$ cat src/rtl/insight_hpm_counter_bank.sv
// insight_hpm_counter_bank
// -------------------------
// Bank of NUM_CTRS hardware performance-monitor counters. Each counter owns an
// event-select mask over NUM_EVENTS multi-bit increment lanes. The increment is
// summed and registered in stage 1 (inc_q), then added to the counter in stage 2,
// so an event sampled in cycle t shows on rd_data from cycle t+2.
//
// Ports
//   clock      in   sole clock
//   reset      in   synchronous, active-high reset
//   evt_inc    in   per-lane increments, lane k at [k*INC_W +: INC_W]
//   inhibit    in   per-counter count inhibit (forces stage-1 sum to 0)
//   cfg_we     in   write event_sel[cfg_idx] <= cfg_wdata
//   cfg_idx    in   config target (out-of-range index: write ignored)
//   cfg_wdata  in   new event_sel mask
//   ctr_we     in   write counter[ctr_idx] <= ctr_wdata (beats stage 2)
//   ctr_idx    in   counter write target (out-of-range index: write ignored)
//   ctr_wdata  in   new counter value
//   ovf_clr    in   per-counter clear of the sticky overflow flag
//   rd_idx     in   read select
//   rd_data    out  counter[rd_idx], 0 when rd_idx is out of range
//   rd_sel     out  event_sel[rd_idx], 0 when rd_idx is out of range
//   ovf        out  sticky overflow flags
//   snap_req   in   snapshot request          (INSIGHT_HPM_SNAPSHOT_EN only)
//   snap_data  out  snapshot of all counters  (INSIGHT_HPM_SNAPSHOT_EN only)
//
// Interface semantics: there is no valid/ready handshake; every input is sampled
// on every rising clock edge and all counters update in parallel.
//
// Optional feature macro: INSIGHT_HPM_SNAPSHOT_EN adds snap_req/snap_data and
// the snapshot registers. Without it those ports and registers do not exist.

module insight_hpm_counter_bank #(
  parameter int  NUM_CTRS   = 4,
  parameter int  CTR_WIDTH  = 40,
  parameter int  NUM_EVENTS = 32,
  parameter int  INC_W      = 2,
  localparam int SUM_W      = $clog2(NUM_EVENTS * ((1 << INC_W) - 1) + 1),
  localparam int IDX_W      = (NUM_CTRS > 1) ? $clog2(NUM_CTRS) : 1
) (
  input  logic                        clock,
  input  logic                        reset,
  input  logic [NUM_EVENTS*INC_W-1:0] evt_inc,
  input  logic [NUM_CTRS-1:0]         inhibit,
  input  logic                        cfg_we,
  input  logic [IDX_W-1:0]            cfg_idx,
  input  logic [NUM_EVENTS-1:0]       cfg_wdata,
  input  logic                        ctr_we,
  input  logic [IDX_W-1:0]            ctr_idx,
  input  logic [CTR_WIDTH-1:0]        ctr_wdata,
  input  logic [NUM_CTRS-1:0]         ovf_clr,
  input  logic [IDX_W-1:0]            rd_idx,
  output logic [CTR_WIDTH-1:0]        rd_data,
  output logic [NUM_EVENTS-1:0]       rd_sel,
  output logic [NUM_CTRS-1:0]         ovf
`ifdef INSIGHT_HPM_SNAPSHOT_EN
  ,
  input  logic                        snap_req,
  output logic [NUM_CTRS*CTR_WIDTH-1:0] snap_data
`endif
);

  // The stage-1 sum must fit in a counter with room to spare.
  generate
    if (CTR_WIDTH <= SUM_W) begin : g_width_check
      $error("insight_hpm_counter_bank: CTR_WIDTH must exceed SUM_W");
    end
  endgenerate

  logic [CTR_WIDTH-1:0]  ctr_q   [NUM_CTRS];
  logic [CTR_WIDTH-1:0]  ctr_d   [NUM_CTRS];
  logic [NUM_EVENTS-1:0] sel_q   [NUM_CTRS];
  logic [NUM_EVENTS-1:0] sel_d   [NUM_CTRS];
  logic [SUM_W-1:0]      inc_q   [NUM_CTRS];
  logic [SUM_W-1:0]      inc_d   [NUM_CTRS];
  logic [CTR_WIDTH:0]    add_ext [NUM_CTRS];
  logic [NUM_CTRS-1:0]   ovf_set;
  logic [NUM_CTRS-1:0]   ovf_q;
  logic [NUM_CTRS-1:0]   ovf_d;

  // Stage 1: masked sum of the lane increments, computed at full SUM_W width so
  // it can never truncate. Inhibit zeroes the whole sum.
  always_comb begin
    for (int i = 0; i < NUM_CTRS; i++) begin
      inc_d[i] = '0;
      if (!inhibit[i]) begin
        for (int k = 0; k < NUM_EVENTS; k++) begin
          if (sel_q[i][k]) begin
            inc_d[i] = inc_d[i] + SUM_W'(evt_inc[k*INC_W +: INC_W]);
          end
        end
      end
    end
  end

  // Stage 2 plus configuration. A counter write replaces the stage-2 result
  // outright, so the pending inc_q for that counter is dropped along with any
  // carry it would have produced. Overflow set takes priority over clear.
  always_comb begin
    ovf_set = '0;
    ovf_d   = '0;
    for (int i = 0; i < NUM_CTRS; i++) begin
      sel_d[i]   = (cfg_we && (cfg_idx == IDX_W'(i))) ? cfg_wdata : sel_q[i];
      add_ext[i] = {1'b0, ctr_q[i]} + (CTR_WIDTH+1)'(inc_q[i]);
      if (ctr_we && (ctr_idx == IDX_W'(i))) begin
        ctr_d[i]   = ctr_wdata;
        ovf_set[i] = 1'b0;
      end else begin
        ctr_d[i]   = add_ext[i][CTR_WIDTH-1:0];
        ovf_set[i] = add_ext[i][CTR_WIDTH];
      end
      ovf_d[i] = ovf_set[i] | (ovf_q[i] & ~ovf_clr[i]);
    end
  end

  always_ff @(posedge clock) begin
    if (reset) begin
      for (int i = 0; i < NUM_CTRS; i++) begin
        ctr_q[i] <= '0;
        sel_q[i] <= '0;
        inc_q[i] <= '0;
      end
      ovf_q <= '0;
    end else begin
      for (int i = 0; i < NUM_CTRS; i++) begin
        ctr_q[i] <= ctr_d[i];
        sel_q[i] <= sel_d[i];
        inc_q[i] <= inc_d[i];
      end
      ovf_q <= ovf_d;
    end
  end

  // Read port: a compare-per-counter mux so indices beyond NUM_CTRS read as 0
  // even when NUM_CTRS is not a power of two.
  always_comb begin
    rd_data = '0;
    rd_sel  = '0;
    for (int i = 0; i < NUM_CTRS; i++) begin
      if (rd_idx == IDX_W'(i)) begin
        rd_data = ctr_q[i];
        rd_sel  = sel_q[i];
      end
    end
  end

  assign ovf = ovf_q;

`ifdef INSIGHT_HPM_SNAPSHOT_EN
  // Snapshot captures the post-update values (ctr_d), i.e. what rd_data will
  // show in the next cycle, including a same-cycle software write.
  logic [NUM_CTRS*CTR_WIDTH-1:0] snap_q;

  always_ff @(posedge clock) begin
    if (reset) begin
      snap_q <= '0;
    end else if (snap_req) begin
      for (int i = 0; i < NUM_CTRS; i++) begin
        snap_q[i*CTR_WIDTH +: CTR_WIDTH] <= ctr_d[i];
      end
    end
  end

  assign snap_data = snap_q;
`endif

endmodule

$ cat config.mk
export PLATFORM = sky130hd
export DESIGN_NAME = insight_hpm_counter_bank
export DESIGN_NICKNAME = d
export VERILOG_FILES = /design/src/rtl/insight_hpm_counter_bank.sv
export SDC_FILE = /design/constraint.sdc
export NUM_CORES = 2
export LEC_CHECK = 0
export ABC_AREA = 1
export BUFFER_PORTS_ARGS = -buffer_cell sky130_fd_sc_hd__buf_2
export CELL_PAD_IN_SITES_DETAIL_PLACEMENT = 1
export CELL_PAD_IN_SITES_GLOBAL_PLACEMENT = 1
export CORE_ASPECT_RATIO = 0.8
export CORE_MARGIN = 4
export CORE_UTILIZATION = 25
export CTS_CLUSTER_SIZE = 40
export DETAILED_ROUTE_END_ITERATION = 10
export PLACE_DENSITY_LB_ADDON = 0.1
export REMOVE_ABC_BUFFERS = 1
export SKIP_CTS_REPAIR_TIMING = 1
export SLEW_MARGIN = 40
export SYNTH_ARGS = -nofsm -noshare
export SYNTH_HDL_FRONTEND = slang
export SYNTH_SLANG_ARGS = --single-unit
$ cat constraint.sdc
create_clock -name clock -period 30.8 [get_ports clock]
set_input_delay 4.62 -clock clock [delete_from_list [all_inputs] [get_ports clock]]
set_output_delay 4.62 -clock clock [all_outputs]
set_load 0.01 [all_outputs]
==> flow_summary.yaml <==
timing:
  tightest_slew_ps: 839
  finalMaxSlewViolations: 0
  fmax_mhz: 34.4
  rsz0062_at_grt: "no"
  hold_viol: 0
  finClkSkew_ps: 78.0
  slew_headroom: 0.441
  layout_worst_path_cycle_share: 0.944
  setup_viol: 0
  setup_tns_ps: 0
  period_needed_ps: 29060
place:
  dp_cells: 9211
  numPortBuffers: 229
  place.gp.congestion: 0.811
  dp_hpwl_um: 143000
synth:
  ys_warn_count: 0
  ys_seq_area_frac: 0.152
  netlist_top_cells_count: "nand2_1, inv_1, nand3_1, nor2_1, a21oi_1"
  yosys-top-cells-area: "dfxtp_1, nand2_1, inv_1"
  ys_ff_latch: 320
  yosysMostFrequentCell: "nand2_1"
  ys_types: 56
  synth_edf_count: 0
  synth_cells: 6830
  ys.flop_type: "dfxtp_1"
  synth_top_area_cell: "dfxtp_1"
  syn_area_um2: 42100
  avgSynthCellArea_um2: 6.16
  async_flop_share: 0
  synth_top_area_share: 0.152
die:
  io_pins: 230
  core.rowCount: 134
  dieArea_um2: 175000
  initial_core_util: 0.252
  core-area_um2: 167000
  die_w_um: 467
  die_h_um: 375
clock_network:
  clock-sinks: 320
  cts_buffers: 48
  clock_latency_ps: 690
  cts.clk_slew.worst_paths_ps: 50
  clock-root-buffer: "clkbuf_16"
  cts_tree: "yes"
  cts_buffer_depth: 3
  htreeDepth: 2
min_path:
  hp-start: "ovf[3]$_SDFF_PP0_"
  hp-class: "reg -> reg"
grt:
  antenna_found_initial: 21
  grt_pass1_wl_um: 266000
  grt_overflow: 0
  grt_pass1_vias: 44100
  grt_max_degree: 81
  track_usage: 0.196
critical_path:
  cp-start-kind: "input pin"
  cp_max_fo: 4
  arrival_ps: 29570
  cp-startpoint: "evt_inc[0]"
  cpMaxStageDelayCell: "fa_1"
  max_stage_delay_ps: 540
  criticalPathCategory: "in -> reg"
  worstSetupEndpointType: "flop"
  timing.critical_path.mode_cell: "fa_1"
  reg2reg_from: "sel_q[2][0]$_SDFFE_PP0P_"
  cp.required_ps: 31310
drt:
  drt_iter0_drc: 2270
  drc_errors: 0
  drt-total-wl_um: 173000
  ant_nets: 0
  num_vias: 43800
  wl_per_cell_um: 18.6
  via_per_inst: 4.71
  first_pass_iters: 5
layout:
  drive_gt1_frac: 0.156
  syn_to_final_growth_pct: 13.6
  instances_no_fill: 9302
  num-nets-final: 7571
  nFillCells: 21500
power_and_ir_drop:
  ir_worst_vdd_mv: 0.0456
  total_leakage_power_nw: 23.6
  power_density_nw_per_um2: 42.1
flow_run:
  drv_cap: 0
run_status:
  status: "finished, final reports clean"
worst paths after layout:
path,depth (start not counted),end,slack [ps]
max reg2reg,103,inc_q[2][5]$_SDFF_PP0_,5430
min,2,ovf[3]$_SDFF_PP0_,460
max,104,inc_q[2][5]$_SDFF_PP0_,1740
min reg2reg,2,ovf[3]$_SDFF_PP0_,460
cell families after synthesis:
family,count (synthesis),share of synthesized area
XOR/XNOR,118,0.0246
AND/OR/NAND/NOR,3468,0.412
flip-flops,320,0.152
buffers and inverters,1481,0.132
adder cells (fa/ha/maj),400,0.142
AO/OA/AOI/OAI,1043,0.137
critical path: cells and delay by family:
family | cells | cell delay, ps
AOI/OAI and AO/OA | 22 | 4420
adders and majority gates | 32 | 14140
buffers and inverters | 24 | 2100
and+or+nand+nor | 26 | 4280
metrics by stage:
| step | utilization | cell area [µm²] | setup slack [ps] | hold WS (ps) | total power (W) |
|---|---|---|---|---|---|
| finish | 0.286 | 47800 | 1740 | 463 | 0.00201 |
| global route | 0.286 | 47800 | 2.44 | 488 | 0.00221 |
| CTS | 0.285 | 47600 | 783 | 466 | 0.00203 |
| detailed placement | 0.275 | 45900 | 140 | 459 | 0.00138 |
| global placement | 0.275 | 45900 | 766 | 454 | 0.00136 |
| floorplan | - | 41600 | 3040 | 455 | 0.00111 |
routing by layer:
metal | GRT usage | routed length, µm | vias up | part of all wire
met2 | 0.289 | 69200 | 541 | 0.40
met5 | 0 | 0 | - | 0
li1 | - | - | 22200 | -
met1 | 0.307 | 95200 | 20900 | 0.55
met3 | 0.0186 | 5950 | 146 | 0.034
met4 | 0.0299 | 2730 | 0 | 0.016
layout make-up:
cell class | count | area [µm²] | share of cell area
sequential | 320 | 6410 | 0.134
inverter | 1362 | 5130 | 0.107
clock inverter | 16 | 322 | 0.00673
tap | 2244 | 2810 | 0.0587
antenna | 4 | 10.0 | 0.000209
clock buffer | 71 | 1400 | 0.0292
multi-input combinational | 5029 | 30400 | 0.635
timing repair buffer | 256 | 1360 | 0.0285
cells in the final DEF (no fill, tap or decap), drive strengths merged, types with 2 or more instances in the layout:
cell type,instances
nand2,1804
inv,1354
nand3,820
nor2,603
o21ai,419
a21oi,399
dfxtp,320
ha,272
buf,256
fa,128
xor2,97
clkbuf,71
or2,62
nor3,55
nand3b,49
o22ai,48
a31oi,44
a21o,38
nand4,37
nor4,28
o211ai,27
o221ai,24
xnor2,21
clkinv,16
a221oi,15
o2111ai,7
a211oi,7
bufinv,6
o21bai,5
diode,4
a22oi,4
or4,3
nor3b,3
o311ai,2
o21a,2
clkinvlp,2
registers in the layout (all words and copies together) (netlist names):
| register | cells |
|---|---|
| sel_q | 128 |
| ovf | 4 |
| inc_q | 28 |
| ctr_q | 160 |
power breakdown:
part	switching, W	internal (W)
combinational	0.000610	0.000311
sequential	0.0000258	0.000442
clock	0.000255	0.000367
total	0.000890	0.00112
(Power assumes the default switching activity.)
